==> src/rtl/mult_pkg.sv <==
// Shared definitions for the Booth sequential multiplier: FSM state encodings
// and the Booth pair codes that select add or subtract.
package mult_pkg;

    typedef enum logic [1:0] {
        MULT_IDLE = 2'd0,
        MULT_RUN  = 2'd1,
        MULT_DONE = 2'd2
    } mult_state_t;

    localparam logic [1:0] BOOTH_ADD = 2'b01;
    localparam logic [1:0] BOOTH_SUB = 2'b10;

endpackage

==> src/rtl/booth_step.sv <==
// One radix-2 Booth iteration on the {acc, Q, q-1} register: optional add or
// subtract of the multiplicand into acc, then an arithmetic right shift.
module booth_step
    import mult_pkg::*;
#(
    parameter int WIDTH = 32
) (
    input  logic [2*WIDTH+2:0] work,
    input  logic [WIDTH:0]     mcand,
    output logic [2*WIDTH+2:0] work_next
);

    logic [WIDTH:0] acc;
    logic [WIDTH:0] q;
    logic           q_minus1;
    logic [WIDTH:0] sum;

    // acc never exceeds |mcand| before the shift, so WIDTH+1 bits cannot overflow
    always_comb begin
        acc      = work[2*WIDTH+2:WIDTH+2];
        q        = work[WIDTH+1:1];
        q_minus1 = work[0];
        case ({q[0], q_minus1})
            BOOTH_ADD: sum = acc + mcand;
            BOOTH_SUB: sum = acc - mcand;
            default:   sum = acc;
        endcase
        work_next = {sum[WIDTH], sum, q};
    end

endmodule

==> src/rtl/booth_seq_multiplier.sv <==
// Radix-2 Booth sequential multiplier with valid/ready handshakes on operands
// and result, per-operation signed/unsigned select and back-to-back acceptance.
module booth_seq_multiplier
    import mult_pkg::*;
#(
    parameter int WIDTH = 32
) (
    input  logic                 clk,
    input  logic                 reset,
    input  logic                 in_valid,
    output logic                 in_ready,
    input  logic [WIDTH-1:0]     a,
    input  logic [WIDTH-1:0]     b,
    input  logic                 is_signed,
    output logic                 out_valid,
    input  logic                 out_ready,
    output logic [2*WIDTH-1:0]   result,
    output logic                 busy
);

    localparam int CW = $clog2(WIDTH + 2);
    localparam logic [CW-1:0] LAST_ITER = CW'(WIDTH);

    mult_state_t        state;
    logic [CW-1:0]      count;
    logic [WIDTH:0]     mcand;
    logic [2*WIDTH+2:0] work;
    logic [2*WIDTH+2:0] work_next;
    logic [WIDTH:0]     a_ext;
    logic [WIDTH:0]     b_ext;
    logic               accept;

    // One extra bit lets unsigned operands ride the same signed Booth datapath
    assign a_ext = {is_signed & a[WIDTH-1], a};
    assign b_ext = {is_signed & b[WIDTH-1], b};

    // out_ready feeds in_ready combinationally so DONE can hand off in one cycle
    assign in_ready = (state == MULT_IDLE) || ((state == MULT_DONE) && out_ready);
    assign accept   = in_valid && in_ready;

    booth_step #(.WIDTH(WIDTH)) u_step (
        .work      (work),
        .mcand     (mcand),
        .work_next (work_next)
    );

    always_ff @(posedge clk or posedge reset) begin
        if (reset) begin
            state     <= MULT_IDLE;
            count     <= '0;
            mcand     <= '0;
            work      <= '0;
            result    <= '0;
            out_valid <= 1'b0;
            busy      <= 1'b0;
        end else if (accept) begin
            state     <= MULT_RUN;
            count     <= '0;
            mcand     <= a_ext;
            work      <= {{(WIDTH+1){1'b0}}, b_ext, 1'b0};
            out_valid <= 1'b0;
            busy      <= 1'b1;
        end else begin
            case (state)
                MULT_RUN: begin
                    work  <= work_next;
                    count <= count + CW'(1);
                    // Low 2*WIDTH bits of {acc,Q} are exact in both modes
                    if (count == LAST_ITER) begin
                        result    <= work_next[2*WIDTH:1];
                        out_valid <= 1'b1;
                        busy      <= 1'b0;
                        state     <= MULT_DONE;
                    end
                end
                MULT_DONE: begin
                    if (out_ready) begin
                        out_valid <= 1'b0;
                        state     <= MULT_IDLE;
                    end
                end
                default: state <= MULT_IDLE;
            endcase
        end
    end

    // A held result must not move while the consumer stalls
    assert property (@(posedge clk) disable iff (reset)
        (out_valid && !out_ready) |=> (out_valid && $stable(result)));

    assert property (@(posedge clk) disable iff (reset)
        !(out_valid && busy));

    assert property (@(posedge clk) disable iff (reset)
        busy == (state == MULT_RUN));

endmodule

==> config.mk <==
export PLATFORM = sky130hd
export DESIGN_NAME = booth_seq_multiplier
export DESIGN_NICKNAME = d
export VERILOG_FILES = /design/src/rtl/mult_pkg.sv /design/src/rtl/booth_step.sv /design/src/rtl/booth_seq_multiplier.sv
export SDC_FILE = /design/constraint.sdc
export NUM_CORES = 1
export LEC_CHECK = 0
export CORE_MARGIN = 2
export CORE_UTILIZATION = 55
export DETAILED_ROUTE_END_ITERATION = 7
export PLACE_DENSITY = 0.76
export SETUP_SLACK_MARGIN = 0.05
export SYNTH_ARGS = -nofsm -noshare
export SYNTH_HDL_FRONTEND = slang
export SYNTH_HIERARCHICAL = 1
export SYNTH_SLANG_ARGS = --single-unit
==> constraint.sdc <==
create_clock -name clk -period 16.4 [get_ports clk]
set_input_delay 1.64 -clock clk [delete_from_list [all_inputs] [get_ports clk]]
set_output_delay 1.64 -clock clk [all_outputs]
set_load 0.02 [all_outputs]
======== Word-level counts from Yosys, hierarchy flattened ========
Index checks and enable logic that the tools add are counted.
word-level totals
  bits of input ports ..................... 69
  word-level logic and storage cells ...... 47
  output and inout port bits .............. 67
  register bits ........................... 174
operators by class
  muxes and demuxes ....................... 16
  reductions and logical operators ........ 11
  add/subtract/negate cells ............... 3
  equality and inequality tests ........... 7
  bitwise gates (word level) .............. 3
operators by type and width
  cell                                            number
  2-to-1 mux 67 bit                               2
  case mux 33 bit (2 select lines)                1
  adder 33 bit                                    1
  subtractor 33 bit                               1
  2-to-1 mux 6 bit                                2
  adder 6 x 1 -> 6 bit (second input constant)    1
  == test 6 bit (second input constant)           1
  2-to-1 mux 1 bit                                6
  2-to-1 mux 2 bit                                3
  inequality test 3 bit (second input constant)   2
  AND reduction 3 bit                             2
  == test 2 x 1 -> 1 bit (second input constant)  2
  == test 2 bit (second input constant)           2
  case mux 2 bit (2 select lines)                 1
  AND reduction 2 bit                             2
  nonzero test 2 bit                              2
  nonzero test 3 bit                              1
  bitwise AND 1 bit                               2
  logical AND 1 bit                               2
  logical NOT 2 bit                               1
  case mux 1 bit (2 select lines)                 1
  logical OR 1 bit                                1
  NOT 1 bit                                       1

======== Depth between registers and ports, before layout ========
Gate-level depths: netlist of the first run.
  depth after elaboration ................. 6
  gate-level depth with buffers ........... 19
  depth with buffers taken out ............ 18

======== Modules after synthesis ========
Netlist of the first run, hierarchy kept.
by module, submodules not included
  module                area each (µm²)  instances  cells each  seq. area each (µm²)
  booth_seq_multiplier  7093.1           1          522         4354.2
  booth_step            3189.3           1          501         0.0

======== Worst setup path before layout of the first run ========
No wires, ideal clock.
  kind .................................... reg2reg
  start ................................... reg mcand[13]
  end ..................................... reg result[63]
  data required time ...................... 16272 ps
  path slack .............................. 12128 ps
  buffers on the path ..................... 1
  data arrival time ....................... 4144 ps
  cell stages (with the launch flop) ...... 14
  cell sequence ........................... dfrtp_1 -> or4_4 -> or4_4 -> o31ai_1 -> xor2_1 -> ha_1 -> clkbuf_1 -> a21o_1 -> a21o_1 -> a211oi_1 -> o31ai_1 -> or4b_1 -> o211a_1 -> mux2_1
on the way
  longest elaborated chain between the ends .. 2
  elaborated cells on any way between the ends .. 3
  classes of those cells .................. add/sub: 2; mux: 1
ends and longest elaborated chain
  what                                               line                                source
  start: declaration                                 booth_seq_multiplier.sv:26          logic [WIDTH:0] mcand;
  start signal: assignment                           booth_seq_multiplier.sv:59          mcand <= a_ext;
  subtractor 33 bit or adder 33 bit (tied branches)  booth_step.sv:25, booth_step.sv:24
  case mux 33 bit (2 select lines) *                 booth_step.sv:23                    case ({q[0], q_minus1})
  via work_next[64]                                  booth_seq_multiplier.sv:28          logic [2*WIDTH+2:0] work_next;
  end signal: assignment                             booth_seq_multiplier.sv:70          result <= work_next[2*WIDTH:1];
  end: declaration                                   booth_seq_multiplier.sv:17          output logic [2*WIDTH-1:0] result,
The timed path passes the listed nets; every way through them passes the cells marked *.
A chain may end at the register's enable or synchronous reset.

======== Worst setup path in the final report of the first run ========
  start ................................... reg mcand[0]
  end ..................................... reg result[63]
The elaborated chain is that of the path after synthesis.

==> impl_metrics.yaml, run 1 <==
run_status:
  status: "completed"
finish:
  n_antenna_cell: 0
  area_growth_pct: 16.6
  final_common_cell: "dfrtp_1"
  mostFrequentLayoutCells: "dfrtp_1 (174), nand2_1 (141), clkdlybuf4s50_1 (135)"
  drive_gt1_frac: 0.109
  final_nets: 1201
  fillCellCount: 1508
worst_setup_path:
  cp_slowest_stage_delay_ps: 540
  crit_type: "flip-flop to flip-flop"
  reg2reg_from: "mcand[0]"
  slowest_stage: "or4b_1"
  crit_arrival_ps: 5110
  rr_endpoint: "result[63]"
  path_max_fanout: 7
  path_common_cell: "a21oi_1"
  r2r_slack_ps: 11600
  crit_chain: "inv_1 -> ha_1 -> nor3b_1 -> nand2_1 -> nor4_1 -> and3b_1 -> a21oi_1 -> xnor2_1 -> ha_1 -> a21oi_1 -> o21ai_0 -> a21o_1 -> a21oi_1 -> o31ai_1 -> or4b_1 -> o211a_1 -> mux2_1"
  cp_top_family: "simple AND/OR/NAND/NOR gates"
  end_kind: "flip-flop"
  cp.buffers_inverters: 1
  cp-start-kind: "flip-flop"
  crit_required_ps: 16710
  reg2regPathDepth: 17
logic_synthesis:
  ys_ff_latch: 174
  syn_nets: 1129
  synth-seq-area-share: 0.423
  synth-edff-count: 0
  synth_cell_type_count: 71
  async_flop_share: 1.00
  syn_inst: 1023
  synth_top_flop_cell: "dfrtp_1"
  syn_area_per_cell_sq_um: 10.1
  ys_top_cells_by_area: "dfrtp_1 (42%), nand2_1 (5.1%), mux2_2 (4.7%)"
  ys.warnings.count: 6
  synth_area_leader_cell: "dfrtp_1"
  netlist_area_sq_um: 10300
  synth_top_area_share: 0.423
route:
  drt_iter0_drc: 611
  drt-pass1-iter-count: 7
  drt_drc_violations_left: 0
  vias: 7844
  routed_wl_mm: 24.4
  wl_per_cell_microns: 18.1
  ant_nets: 0
  avgViaCountPerCell: 5.85
clock_tree:
  clock_sinks: 174
  cts_inserted_buffers: 17
  path_clk_slew_ps: 70
  h-tree-depth: 4
  cts_hold_repair.buffers: 0
  root_buffer: "clkbuf_16"
  post_cts_buffers: 0
  clockBufferDepth: 2
  cts_resized: 0
  cts_tree: "yes"
  clk_latency_ps: 440
sta:
  max_clock_freq_mhz: 208
  hold_violations: 0
  clock-skew-final_ps: 13.4
  grt_setup_unrepaired: "false"
  setup_viol_count_final: 0
  tightest_slew_ps: 961
  totalNegativeSetupSlack_ps: 0
  fin_ws_ps: 11600
  finalCriticalPeriod_ps: 4800
  maxSlewViolCount: 0
  slew_headroom: 0.360
  finalCritPeriodShare: 0.293
floorplanning:
  die_h_microns: 141
  pin_count: 136
  fp.dieW_microns: 141
  core_sq_um: 18500
  initial_core_util: 0.555
  dieArea_sq_um: 19800
  num_rows: 50
global_route:
  grt_pass1_vias: 7694
  grt_max_degree: 108
  grt_overflow: 0
  grt_pass1_wl_mm: 39.7
  antenna_found_initial: 0
  grtUsageTotal: 0.251
min_path:
  hold_end: "busy"
  whs_path_depth: 1
  hold_path_startpoint: "busy"
  hold_class: "flip-flop to flip-flop"
placement:
  dp_slack_ps: 11680
  dp_hpwl_mm: 16.9
  gp_congestion: 0.892
  io_buffers: 135
run:
  max-cap-violations: 0
sequential cells by signal, summed over array words and instances (netlist names):
| signal | count |
|---|---|
| count | 6 |
| result | 64 |
| busy | 1 |
| work | 67 |
| out_valid | 1 |
| mcand | 33 |
| state | 2 |
synthesized netlist by cell type (6+ instances only):
library cell  count
ha_1             36
xor2_1           11
o21ai_0          85
a21oi_1          51
xnor2_1          42
buf_2            14
clkbuf_1         27
buf_4            34
inv_1            23
a211oi_1          8
dfrtp_1         174
nand2b_1          7
mux2_1           27
mux2_4           28
a31oi_1           6
a221o_1          32
nor4_1            9
nand2_1         141
nor3_1           18
mux2_2           43
nand4_1          10
mux2i_1          10
and2_1           33
nor2_1           48
a21o_1           14
o31ai_1          11
per-layer routing:
metal | GRT usage | vias to the layer above | wire, microns
met1 | 0.340 | 3825 | 11200
met3 | 0.0615 | 22 | 1400
met4 | 0.0626 | 0 | 288
li1 | - | 3767 | -
met5 | 0 | - | 0
met2 | 0.408 | 230 | 11500
how the worst max path moves through the flow:
stage	start	to	slack, ps	depth (start not counted)
6_report	mcand[0]	result[63]	11600	17
5_1_grt	mcand[1]	result[63]	11380	17
4_1_cts	out_ready	in_ready	11660	4
3_5_place_dp	out_ready	in_ready	11680	4
3_3_place_gp	out_ready	in_ready	11690	4
2_1_floorplan	reset	busy	10040	1
per-stage QoR:
step | hold slack (ps) | cells | cell area [sq um] | util
finish | 480 | 1342 | 12000 | 0.647
global route | 503 | 1342 | 12000 | 0.647
CTS | 484 | 1342 | 12000 | 0.647
detailed placement | 467 | 1310 | 11400 | 0.616
global placement | 461 | 1310 | 11400 | 0.616
floorplan | 474 | 1023 | 10300 | -
layout make-up:
class                           instances  area (sq um)  share of cell area
Timing Repair Buffer                  141          1400               0.116
Sequential cell                       174          4350               0.363
Inverter                               24          95.1             0.00793
Tap cell                              234           293              0.0244
Clock inverter                         15           165              0.0138
Multi-Input combinational cell        737          5260               0.439
Clock buffer                           17           425              0.0355
cell families after synthesis:
logic type	after synthesis	share of synthesized area
xor gates and xnor gates	53	0.0451
AOI/OAI and AO/OA	240	0.153
DFF	174	0.423
and+or+nand+nor	299	0.141
buffers and inverters	112	0.0650
muxes	108	0.127
adders and majority gates	37	0.0458
worst register-to-register path, cell delays in order (launching register included):
cell	delay, ps
dfrtp_1	440
inv_1	80
ha_1	160
nor3b_1	470
nand2_1	160
nor4_1	480
and3b_1	270
a21oi_1	90
xnor2_1	140
ha_1	380
a21oi_1	220
o21ai_0	170
a21o_1	200
a21oi_1	190
o31ai_1	170
or4b_1	540
o211a_1	230
mux2_1	270
Power of run 1 is not shown: default switching activity piles up to over one toggle a cycle in this logic, so the estimate is an artifact.
==> run 2: changes to the inputs <==
Clock period 16.4 ns to 4.61 ns, I/O delays scaled along.
==> run 2 against run 1 <==
Die area unchanged. First-iteration DRC count up 5.1%. Cell count up 0.97%. Critical endpoint unchanged.
==> impl_metrics.yaml, run 2 (synthesis gave the netlist of run 1 again) <==
sta:
  tightest_slew_ps: 960
  max_clock_freq_mhz: 228
  maxSlewViolCount: 0
  setup_viol_count_final: 0
  finalCriticalPeriod_ps: 4390
  clock-skew-final_ps: 9.38
  finalCritPeriodShare: 0.952
  totalNegativeSetupSlack_ps: 0
  grt_setup_unrepaired: "true"
  hold_violations: 0
  slew_headroom: 0.360
clock_tree:
  cts_tree: "yes"
  root_buffer: "clkbuf_16"
  cts_hold_repair.buffers: 0
  clockBufferDepth: 2
  clk_latency_ps: 430
  path_clk_slew_ps: 70
  clock_sinks: 174
  cts_inserted_buffers: 17
  h-tree-depth: 4
route:
  avgViaCountPerCell: 5.84
  drt_iter0_drc: 642
  wl_per_cell_microns: 18.2
  routed_wl_mm: 24.7
  drt-pass1-iter-count: 5
  ant_nets: 0
  drt_drc_violations_left: 0
  vias: 7910
global_route:
  grt.busiest_layer: "met2"
  grt_pass1_vias: 7825
  antenna_found_initial: 0
  met2_usage: 0.405
  globalRouteMet3Util: 0.0513
  grtUsageTotal: 0.256
  grt_pass1_wl_mm: 40.5
  grtUsageMet1: 0.351
  grt_max_degree: 175
  grt_overflow: 0
floorplanning:
  pin_count: 136
  core_sq_um: 18500
  die_h_microns: 141
  fp.dieW_microns: 141
  num_rows: 50
  dieArea_sq_um: 19800
  initial_core_util: 0.555
finish:
  n_antenna_cell: 0
  drive_gt1_frac: 0.128
  final_nets: 1214
  reg_top3: "work (67), result (64), mcand (33)"
  regMostFlops: "work"
  final_common_cell: "dfrtp_1"
  largest_reg_flops: 67
  mostFrequentLayoutCells: "dfrtp_1 (174), nand2_1 (141), clkdlybuf4s50_1 (135)"
  area_growth_pct: 18.1
min_path:
  whs_path_depth: 1
  hold_class: "flip-flop to flip-flop"
worst_setup_path:
  cp-start-kind: "flip-flop"
  crit_required_ps: 4920
  crit_arrival_ps: 4700
  path_max_fanout: 8
  crit_type: "flip-flop to flip-flop"
  reg2regPathDepth: 12
  end_kind: "flip-flop"
run:
  max-cap-violations: 0
placement:
  dp_hpwl_mm: 17.3
  gp_congestion: 0.905
  io_buffers: 135
run_status:
  status: "completed"
==> run 2: changes by cell type in the layout (fill, tap and decap cells not counted), moves of 2 or more <==
cell	previous run	this run
buf_4	6	18
a211oi_2	0	2
a21oi_2	0	2
a211oi_1	8	6
inv_6	9	5
clkinv_8	4	0
clkbuf_8	0	2
o31ai_1	11	9
a21oi_1	51	49
o31ai_2	0	2
clkinvlp_4	1	4
==> run 2: final cells by class <==
type	count	area, sq um
Sequential cell	174	4350
Timing Repair Buffer	154	1510
Clock buffer	19	453
Multi-Input combinational cell	737	5300
Clock inverter	13	139
Fill cell	1479	6370
Tap cell	234	293
Inverter	24	93.8
==> run 2: critical path, cell delays in order (launching register included) <==
cell and delay (ps):
dfrtp_1 440, or4_4 540, or4_4 560, o31ai_2 290
xor2_1 170, ha_1 340, a21o_1 210, a21o_1 190
a211oi_2 330, o31ai_2 170, or4b_1 520, o211a_1 240
mux2_1 280
==> run 2: routing by layer <==
metal	part of all wire	wire [microns]
met5	0	0
met4	0.024	586
met3	0.052	1290
met2	0.46	11300
met1	0.46	11500
==> run 2: final timing paths <==
| path | slack [ps] | start | endpoint |
|---|---|---|---|
| max in group asynchronous | 3250 | reset | work[44] |
| min | 490 | result[51] | result[51] |
| max reg2reg | 220 | mcand[11] | result[63] |
| min in group asynchronous | 590 | reset | result[25] |
| min reg2reg | 490 | result[51] | result[51] |
| max | 220 | mcand[11] | result[63] |
==> run 2: through the flow <==
stage | util | hold WS [ps] | setup slack [ps] | instance area [sq um] | cells
final | 0.656 | 486 | 220 | 12100 | 1355
after global routing | 0.656 | 505 | 34.4 | 12100 | 1355
after CTS | 0.653 | 489 | 107 | 12100 | 1355
after detailed placement | 0.621 | 473 | 202 | 11500 | 1323
after global placement | 0.621 | 461 | 273 | 11500 | 1323
after floorplan | - | 474 | 338 | 10300 | 1023
==> run 2: timing repair <==
item                                    CTS  global route
resized for setup                         0            11
buffers inserted                          0             0
endpoints found under the setup margin    0            17
Power of run 2 is left out for the same reason.
==> run 3: changes to the inputs <==
Settings changed: TNS_END_PERCENT set to 30.
==> results of run 3 <==
No change in the layout: final DEF, timing and power equal those of run 2.
Power of run 3 is left out for the same reason.
